**config.mk**
```make
export PLATFORM = sky130hd
export DESIGN_NAME = ex_stage_mdu
export DESIGN_NICKNAME = d
export VERILOG_FILES = /design/src/rtl/ex_stage_mdu.sv
export SDC_FILE = /design/constraint.sdc
export NUM_CORES = 2
export LEC_CHECK = 0
export BUFFER_PORTS_ARGS = -buffer_cell sky130_fd_sc_hd__buf_4
export CAP_MARGIN = 5
export CORE_MARGIN = 2
export CORE_UTILIZATION = 26
export DETAILED_ROUTE_END_ITERATION = 10
export PLACE_DENSITY = 0.43
export REMOVE_ABC_BUFFERS = 1
export SYNTH_ARGS = -nofsm -noshare
export SYNTH_HDL_FRONTEND = slang
export SYNTH_SLANG_ARGS = --single-unit
```
**constraint.sdc**
```tcl
create_clock -name clk -period 26.4 [get_ports clk]
set_input_delay 2.64 -clock clk [delete_from_list [all_inputs] [get_ports clk]]
set_output_delay 2.64 -clock clk [all_outputs]
set_load 0.01 [all_outputs]
```
**src/rtl/ex_stage_mdu.sv**
```systemverilog
// rtl/ex_stage_mdu.sv - execute stage: registered RV32I ALU plus iterative M-extension multiply/divide
module ex_stage_mdu #(
  parameter int XLEN     = 32,
  parameter bit ENABLE_M = 1'b1
) (
  input  logic            clk,
  input  logic            rst,
  input  logic            in_valid,
  output logic            in_ready,
  input  logic [XLEN-1:0] rs1_data,
  input  logic [XLEN-1:0] rs2_data,
  input  logic [XLEN-1:0] imm,
  input  logic            alu_src,
  input  logic [1:0]      alu_op,
  input  logic [2:0]      funct3,
  input  logic [6:0]      funct7,
  output logic            out_valid,
  input  logic            out_ready,
  output logic [XLEN-1:0] alu_result,
  output logic            zero,
  output logic            busy
);
  localparam int SHW = $clog2(XLEN);

  typedef enum logic [1:0] {IDLE, MUL, DIV} state_t;
  state_t state;

  logic [XLEN-1:0]        op_b, alu_val, a_mag, b_mag, fast_val;
  logic signed [XLEN-1:0] sra_val;
  logic [SHW-1:0]         shamt, cnt;
  logic                   accept, is_m, a_sgn, b_sgn, a_neg, b_neg, div_zero, div_ovf, last;

  // iteration state, loaded at accept
  logic [1:0]          f3;
  logic                res_neg;
  logic [2*XLEN-1:0]   acc, mcand, acc_nx, prod;
  logic [XLEN-1:0]     mplier, rem_r, quo, dvsr;
  logic [XLEN:0]       rsh;
  logic                ge;
  logic [XLEN-1:0]     rem_nx, quo_nx, div_res, div_fin, mul_fin;

  assign in_ready = (state == IDLE) && (!out_valid || out_ready) && !rst;
  assign accept   = in_valid && in_ready;
  assign op_b     = alu_src ? imm : rs2_data;
  assign shamt    = op_b[SHW-1:0];
  assign sra_val  = $signed(rs1_data) >>> shamt;
  assign is_m     = ENABLE_M && (alu_op == 2'b10) && !alu_src && (funct7 == 7'b0000001);

  always_comb begin
    alu_val = rs1_data + op_b;
    if (alu_op == 2'b01) alu_val = rs1_data - op_b;
    else if (alu_op == 2'b10) begin
      case (funct3)
        3'b000:  if (funct7[5] && !alu_src) alu_val = rs1_data - op_b;
        3'b001:  alu_val = rs1_data << shamt;
        3'b010:  alu_val = {{(XLEN-1){1'b0}}, $signed(rs1_data) < $signed(op_b)};
        3'b011:  alu_val = {{(XLEN-1){1'b0}}, rs1_data < op_b};
        3'b100:  alu_val = rs1_data ^ op_b;
        3'b101:  alu_val = funct7[5] ? sra_val : rs1_data >> shamt;
        3'b110:  alu_val = rs1_data | op_b;
        default: alu_val = rs1_data & op_b;
      endcase
    end
  end

  // Operand signedness: MUL/MULH/MULHSU sign rs1, MUL/MULH sign rs2, DIV/REM sign both.
  assign a_sgn    = funct3[2] ? !funct3[0] : (funct3[1:0] != 2'b11);
  assign b_sgn    = funct3[2] ? !funct3[0] : !funct3[1];
  assign a_neg    = a_sgn && rs1_data[XLEN-1];
  assign b_neg    = b_sgn && rs2_data[XLEN-1];
  assign a_mag    = a_neg ? -rs1_data : rs1_data;
  assign b_mag    = b_neg ? -rs2_data : rs2_data;
  assign div_zero = (rs2_data == '0);
  assign div_ovf  = !funct3[0] && (rs1_data == {1'b1, {(XLEN-1){1'b0}}}) && (&rs2_data);
  assign fast_val = funct3[1] ? (div_zero ? rs1_data : '0) : (div_zero ? '1 : rs1_data);

  assign acc_nx  = acc + (mplier[0] ? mcand : '0);
  assign prod    = res_neg ? -acc_nx : acc_nx;
  assign mul_fin = (f3 == 2'b00) ? prod[XLEN-1:0] : prod[2*XLEN-1:XLEN];

  // Restoring step: the difference fits XLEN bits whenever it is kept.
  assign rsh     = {rem_r, quo[XLEN-1]};
  assign ge      = rsh >= {1'b0, dvsr};
  assign rem_nx  = ge ? rsh[XLEN-1:0] - dvsr : rsh[XLEN-1:0];
  assign quo_nx  = {quo[XLEN-2:0], ge};
  assign div_res = f3[1] ? rem_nx : quo_nx;
  assign div_fin = res_neg ? -div_res : div_res;
  assign last    = (cnt == SHW'(XLEN-1));

  always_ff @(posedge clk) begin
    if (rst) begin
      state      <= IDLE;
      out_valid  <= 1'b0;
      alu_result <= '0;
      zero       <= 1'b0;
      busy       <= 1'b0;
      cnt        <= '0;
    end else begin
      if (out_valid && out_ready) out_valid <= 1'b0;
      case (state)
        IDLE: if (accept) begin
          f3      <= funct3[1:0];
          res_neg <= (funct3[2] && funct3[1]) ? a_neg : (a_neg ^ b_neg);
          cnt     <= '0;
          if (is_m && !funct3[2]) begin
            acc    <= '0;
            mcand  <= {{XLEN{1'b0}}, a_mag};
            mplier <= b_mag;
            state  <= MUL;
            busy   <= 1'b1;
          end else if (is_m && !(div_zero || div_ovf)) begin
            rem_r <= '0;
            quo   <= a_mag;
            dvsr  <= b_mag;
            state <= DIV;
            busy  <= 1'b1;
          end else begin
            out_valid  <= 1'b1;
            alu_result <= is_m ? fast_val : alu_val;
            zero       <= ((is_m ? fast_val : alu_val) == '0);
          end
        end
        MUL: begin
          acc    <= acc_nx;
          mcand  <= mcand << 1;
          mplier <= mplier >> 1;
          cnt    <= cnt + 1'b1;
          if (last) begin
            out_valid  <= 1'b1;
            alu_result <= mul_fin;
            zero       <= (mul_fin == '0);
            state      <= IDLE;
            busy       <= 1'b0;
          end
        end
        DIV: begin
          rem_r <= rem_nx;
          quo   <= quo_nx;
          cnt   <= cnt + 1'b1;
          if (last) begin
            out_valid  <= 1'b1;
            alu_result <= div_fin;
            zero       <= (div_fin == '0);
            state      <= IDLE;
            busy       <= 1'b0;
          end
        end
        default: state <= IDLE;
      endcase
    end
  end
endmodule

```
After elaboration in Yosys (flattened, before gate mapping)
Cells that the tools add are included.
{"block": "op_classes", "n_addsub": 9, "n_lt_le_gt_ge": 3, "n_eq_ne": 23, "shift": 3, "mux": 68, "n_bitwise": 6, "reduce_logical": 44}
{"op": "32-bit two-way mux", "count": 28}
{"op": "64-bit two-way mux", "count": 6}
{"op": "64-bit one-hot mux with 2 select lines", "count": 2}
{"op": "32-bit one-hot mux with 7 select lines", "count": 1}
{"op": "32-bit one-hot mux with 2 select lines", "count": 3}
{"op": "32-bit logical NOT", "count": 4}
{"op": "32-bit negator", "count": 3}
{"op": "32-bit one-hot mux with 3 select lines", "count": 1}
{"op": "64-bit adder", "count": 1}
{"op": "32-bit < comparator", "count": 2}
{"op": "64-bit negator", "count": 1}
{"op": "32-bit subtractor", "count": 2}
{"op": "33-bit by 32-bit greater-or-equal comparator with 1-bit output", "count": 1}
{"op": "32-bit adder", "count": 1}
{"op": "32-bit bitwise AND", "count": 1}
{"op": "32-bit == test, second input constant", "count": 1}
{"op": "32-bit bitwise OR", "count": 1}
{"op": "32-bit AND reduction", "count": 1}
{"op": "32-bit by 5-bit left shift with 32-bit output", "count": 1}
{"op": "32-bit by 5-bit right shift with 32-bit output", "count": 1}
{"op": "32-bit by 5-bit >>> shifter with 32-bit output", "count": 1}
{"op": "32-bit XOR", "count": 1}
{"op": "1-bit two-way mux", "count": 17}
{"op": "1-bit logical AND", "count": 14}
{"op": "31 further kinds", "count": 61}
{"block": "totals", "register_bits": 301, "inputBits": 113, "output_inout_bits": 36, "word_cells": 170}

Depth between registers and ports, before layout
{"block": "depth", "depth_word": 12, "depth_mapped": 27, "ltp_nobuf": 22}

Worst setup path before layout
Ideal clock, no wire load.
{"block": "synth_timing", "path_kind": "in2reg", "start": "in rst", "end": "reg acc[0] (enable)", "setup_ns": 0.682, "arrival_ns": 10.248, "required_ns": 25.718, "path_slack_ns": 15.470, "stages": 6, "n_path_buf": 1, "cell_sequence": "clkbuf_1 > nor3_1 > nand2_1 > inv_1 > a22oi_1 > nor2_1"}
{"block": "synth_between", "elab_chain_cells": 5, "word_cells_on_any_way": 6, "cone_classes": "1 x eq/ne; 1 x bitwise; 4 x reduce/logical"}
{"item": "from (decl)", "line_no": "7", "rtl": "input logic rst,"}
{"item": "1-bit logical NOT", "line_no": "42", "rtl": "assign in_ready = (state == IDLE) && (!out_valid || out_ready) && !rst;"}
{"item": "1-bit logical AND", "line_no": "42"}
{"item": "named net in_ready", "line_no": "9", "rtl": "output logic in_ready,"}
{"item": "1-bit logical AND", "line_no": "43", "rtl": "assign accept = in_valid && in_ready;"}
{"item": "2-bit inequality test (no source line)"}
{"item": "4-bit AND reduction (no source line)"}
{"item": "to (signal assigned)", "line_no": "124", "rtl": "acc <= acc_nx;"}
{"item": "to (decl)", "line_no": "36", "rtl": "logic [2*XLEN-1:0] acc, mcand, acc_nx, prod;"}
The timed path passes the listed nets, and every way through them passes these cells.
A chain may end at the register's enable or synchronous reset.

Final worst setup path
{"block": "layout_timing", "start": "in alu_src", "end": "reg zero"}
{"block": "layout_between", "elab_chain_cells": 12, "word_cells_on_any_way": 31, "cone_classes": "2 x add/sub; 2 x order compare; 2 x eq/ne; 3 x shift; 11 x mux; 3 x bitwise; 8 x reduce/logical"}
{"item": "from (decl)", "line_no": "13", "rtl": "input logic alu_src,"}
{"item": "32-bit two-way mux or 1-bit logical NOT (tied branches)", "line_no": "44, 47, 54"}
{"item": "32-bit adder (tied with other cells)", "line_no": "50", "rtl": "alu_val = rs1_data + op_b;"}
{"item": "32-bit two-way mux (on tied branches)", "line_no": "54, 59"}
{"item": "32-bit one-hot mux with 7 select lines", "line_no": "53", "rtl": "case (funct3)"}
{"item": "32-bit two-way mux", "line_no": "52", "rtl": "else if (alu_op == 2'b10) begin"}
{"item": "32-bit two-way mux", "line_no": "51", "rtl": "if (alu_op == 2'b01) alu_val = rs1_data - op_b;"}
{"item": "32-bit two-way mux", "line_no": "120", "rtl": "zero <= ((is_m ? fast_val : alu_val) == '0);"}
{"item": "32-bit logical NOT", "line_no": "120"}
{"item": "1-bit two-way mux", "line_no": "111", "rtl": "end else if (is_m && !(div_zero || div_ovf)) begin"}
{"item": "1-bit two-way mux", "line_no": "105", "rtl": "if (is_m && !funct3[2]) begin"}
{"item": "1-bit two-way mux", "line_no": "101", "rtl": "IDLE: if (accept) begin"}
{"item": "1-bit one-hot mux with 3 select lines", "line_no": "100", "rtl": "case (state)"}
{"item": "to (signal assigned)", "line_no": "120"}
{"item": "to (signal assigned)", "line_no": "131", "rtl": "zero <= (mul_fin == '0);"}
{"item": "to (signal assigned)", "line_no": "143", "rtl": "zero <= (div_fin == '0);"}
{"item": "to (decl)", "line_no": "20", "rtl": "output logic zero,"}
Parallel ways exist; a longest one is shown, timed or not. The select of a mux whose other input is x is not followed.

==> results.yml <==
hold_path:
  worstHoldPathType: "flop to flop"
  worstHoldStart: "alu_result[17]"
routing:
  drc: 0
  num_vias: 37182
  drtAntennaViolNets: 0
  first_pass_iters: 6
  wl_um: 182100
  vias_per_cell: 5.868
  drtIter0Drc: 3751
  wl_per_cell_um: 28.74
global_route:
  grt_max_degree: 130
  grt_usage_pct: 25.32
  overflow: 0
  antenna_found_initial: 8
  grt_pass1_wl_um: 257900
  grt_pass1_vias: 35115
die:
  core-area_um2: 135100
  die_h_um: 372.4
  die_area_um2: 138700
  ioPinCount: 149
  fp.dieW_um: 372.4
  rows: 135
  initial_core_util_pct: 26.11
synth:
  yosys_register_bits: 301
  ys_seq_area_share_pct: 24.42
  synth_area_um2: 35290
  ys_types: 111
  synthTopCellsByCount: "444 x nor2_1, 437 x a21oi_1, 396 x nand2_1"
  synth-edff-count: 259
  synth_cells: 4545
  async_flop_share_pct: 0
  synth-main-ff-cell: "edfxtp_1"
  synth_top_cell_area_share_pct: 22.04
  synth_most_common_cell: "nor2_1"
  synth.area.top_cells: "edfxtp_1 22%, ha_1 7.2%, a21oi_1 6.2%"
  ys_warn_count: 0
  synth_area_leader_cell: "edfxtp_1"
  synth.avg_cell_area_um2: 7.764
power_and_ir_drop:
  power_frac_seq_pct: 31.0
  swShare_pct: 37.14
  p_clk_share_pct: 37.8
  power_frac_comb_pct: 31.3
  leakagePower_uw: 0.01512
  ir_drop_uv: 42.23
  powerDensity_nw_per_um2: 43.18
  p_switching_uw: 636.9
  p_int_uw: 1078
timing:
  tightest_slew_ns: 1.335
  finalMaxSlewViolations: 0
  slew-limit-headroom_pct: 11.01
  hold_viol: 0
  setup-tns-final_ns: 0
  skew_ns: 0.05893
  fin_ws_ns: 16.93
  fmax_mhz: 105.6
  timing.final.crit_period_ns: 9.471
  min_period_over_period_pct: 35.88
  setup_violations: 0
  grt_setup_unrepaired: "no"
cells_and_area:
  finalNetCount: 4836
  drive_above_1_share_pct: 11.07
  area_delta_synth_final_pct: 12.54
worst_setup_path:
  r2r-start: "mplier[0]"
  cp_num_buf_inv: 3
  cp_max_fo: 45
  cpPeakStageDelay_ns: 0.63
  cp.arrival_ns: 10.00
  crit_path_top_delay_cell: "buf_4"
  cp_cell_sequence: "buf_4 > mux2i_4 > buf_4 > inv_6 > ha_1 > fa_1 > o21bai_1 > a21oi_1 > o21ai_0 > a21oi_1 > o31ai_1 > mux2i_1 > xnor2_1 > a2111oi_0 > nor2_1 > nor2_1 > nand4b_1 > or4b_1 > nor4b_1 > nand4_1 > a211o_1 > or4_1 > o32ai_1"
  path_delay_family: "compound AO/OA/AOI/OAI gates"
  cp-start-kind: "input port"
  end_kind: "flop"
  worstPathRequired_ns: 26.93
  critical_path_class: "input port to flop"
  critPathLaunch: "alu_src"
placed_design:
  gp_congestion: 0.9774
  numPortBuffers: 148
  post-place-ws_ns: 16.41
  dpl.hpwl_um: 140400
clock_tree:
  cts_setup_buffers: 0
  h-tree-depth: 2
  cts_resized: 0
  clk_pin_slew_ns: 0.05
  ctsHoldBuffers: 0
  clk_path_buf_depth: 3
  cts_buffers: 44
  insertion_delay_ns: 0.67
  cts_sinks: 301
  ctsRootBufferMaster: "clkbuf_16"
  cts_tree: "done"
job:
  drv_cap: 0
run_status:
  status: "finished clean"
-- power by group through the flow --
stage | clock network (uW) | registers (uW) | logic (uW)
final | 647 | 531 | 536
after global routing | 683 | 532 | 561
after CTS | 667 | 531 | 522
after detailed placement | 0 | 541 | 520
after global placement | 0 | 541 | 524
after floorplan | 0 | 544 | 287
-- logic make-up (layout without fill, tap and decap cells) --
family          Yosys count  in the layout  share of synthesized area [%]
fa+ha+maj               213            213                          7.595
mux                     266            266                          8.113
xor+xnor                200            200                          4.964
flops                   301            301                          24.42
buf+inv                 496            503                          5.588
other cells               0              3                              0
compound gates         1483           1483                          27.39
simple gates           1586           1586                          21.92
-- stage by stage --
step | util (%) | total power [uW] | instance area, um^2 | std cells | hold WS [ns]
6_report | 29.39 | 1715 | 39710 | 6336 | 0.4578
5_1_grt | 29.38 | 1775 | 39700 | 6333 | 0.4825
4_1_cts | 29.38 | 1721 | 39700 | 6333 | 0.4620
3_5_place_dp | 28.23 | 1061 | 38150 | 6251 | 0.4521
3_3_place_gp | 28.23 | 1066 | 38150 | 6251 | 0.4492
2_1_floorplan | - | 830.1 | 34010 | 4233 | 0.4603
-- cell type report --
class / count / area [um^2]
fill: 14713 / 95420
multi-input combinational: 3748 / 24810
sequential: 301 / 8618
tap: 1781 / 2228
timing repair buffer: 237 / 1792
clock buffer: 62 / 1271
inverter: 184 / 698.2
clock inverter: 20 / 286.5
antenna: 3 / 7.507
-- worst paths after layout --
| path | end | slack (ns) | cells past startpoint |
|---|---|---|---|
| max | zero | 16.93 | 23 |
| min | alu_result[17] | 0.46 | 2 |
| max reg2reg | alu_result[27] | 18.13 | 20 |
| min reg2reg | alu_result[17] | 0.46 | 2 |
-- layer usage --
metal  share of wire [%]  wire length [um]  global-route usage (%)
met1                  43             78550                   33.84
met2                  45             82450                   40.38
met3                 6.5             11870                   3.201
met4                 5.0              9180                   11.81
met5               0.038                69                       0
-- flip-flops by register name (all words and copies together), names as in the netlist, 5 cells and up --
name / count
dvsr: 32
quo: 32
mplier: 32
alu_result: 32
mcand: 64
acc: 64
cnt: 5
rem_r: 32
-- tightest hold or removal path, delay by kind of cell, from the launching register on --
| kind | cells | cell delay, ns |
|---|---|---|
| compound gates | 1 | 0.05 |
| flops | 1 | 0.31 |
| simple gates | 1 | 0.05 |
-- cell usage in the layout, fill, tap and decap left out, types with 151 or more instances in the layout --
master    synthesis  routed
o21ai_0         319     319
a21oi_1         437     437
inv_1           171     169
nor2_1          444     440
edfxtp_1        259     259
nand2_1         396     396
mux2i_1         153     151
buf_4             9     236
ha_1            203     200
and2_1          169     169
(Power assumes the default switching activity.)
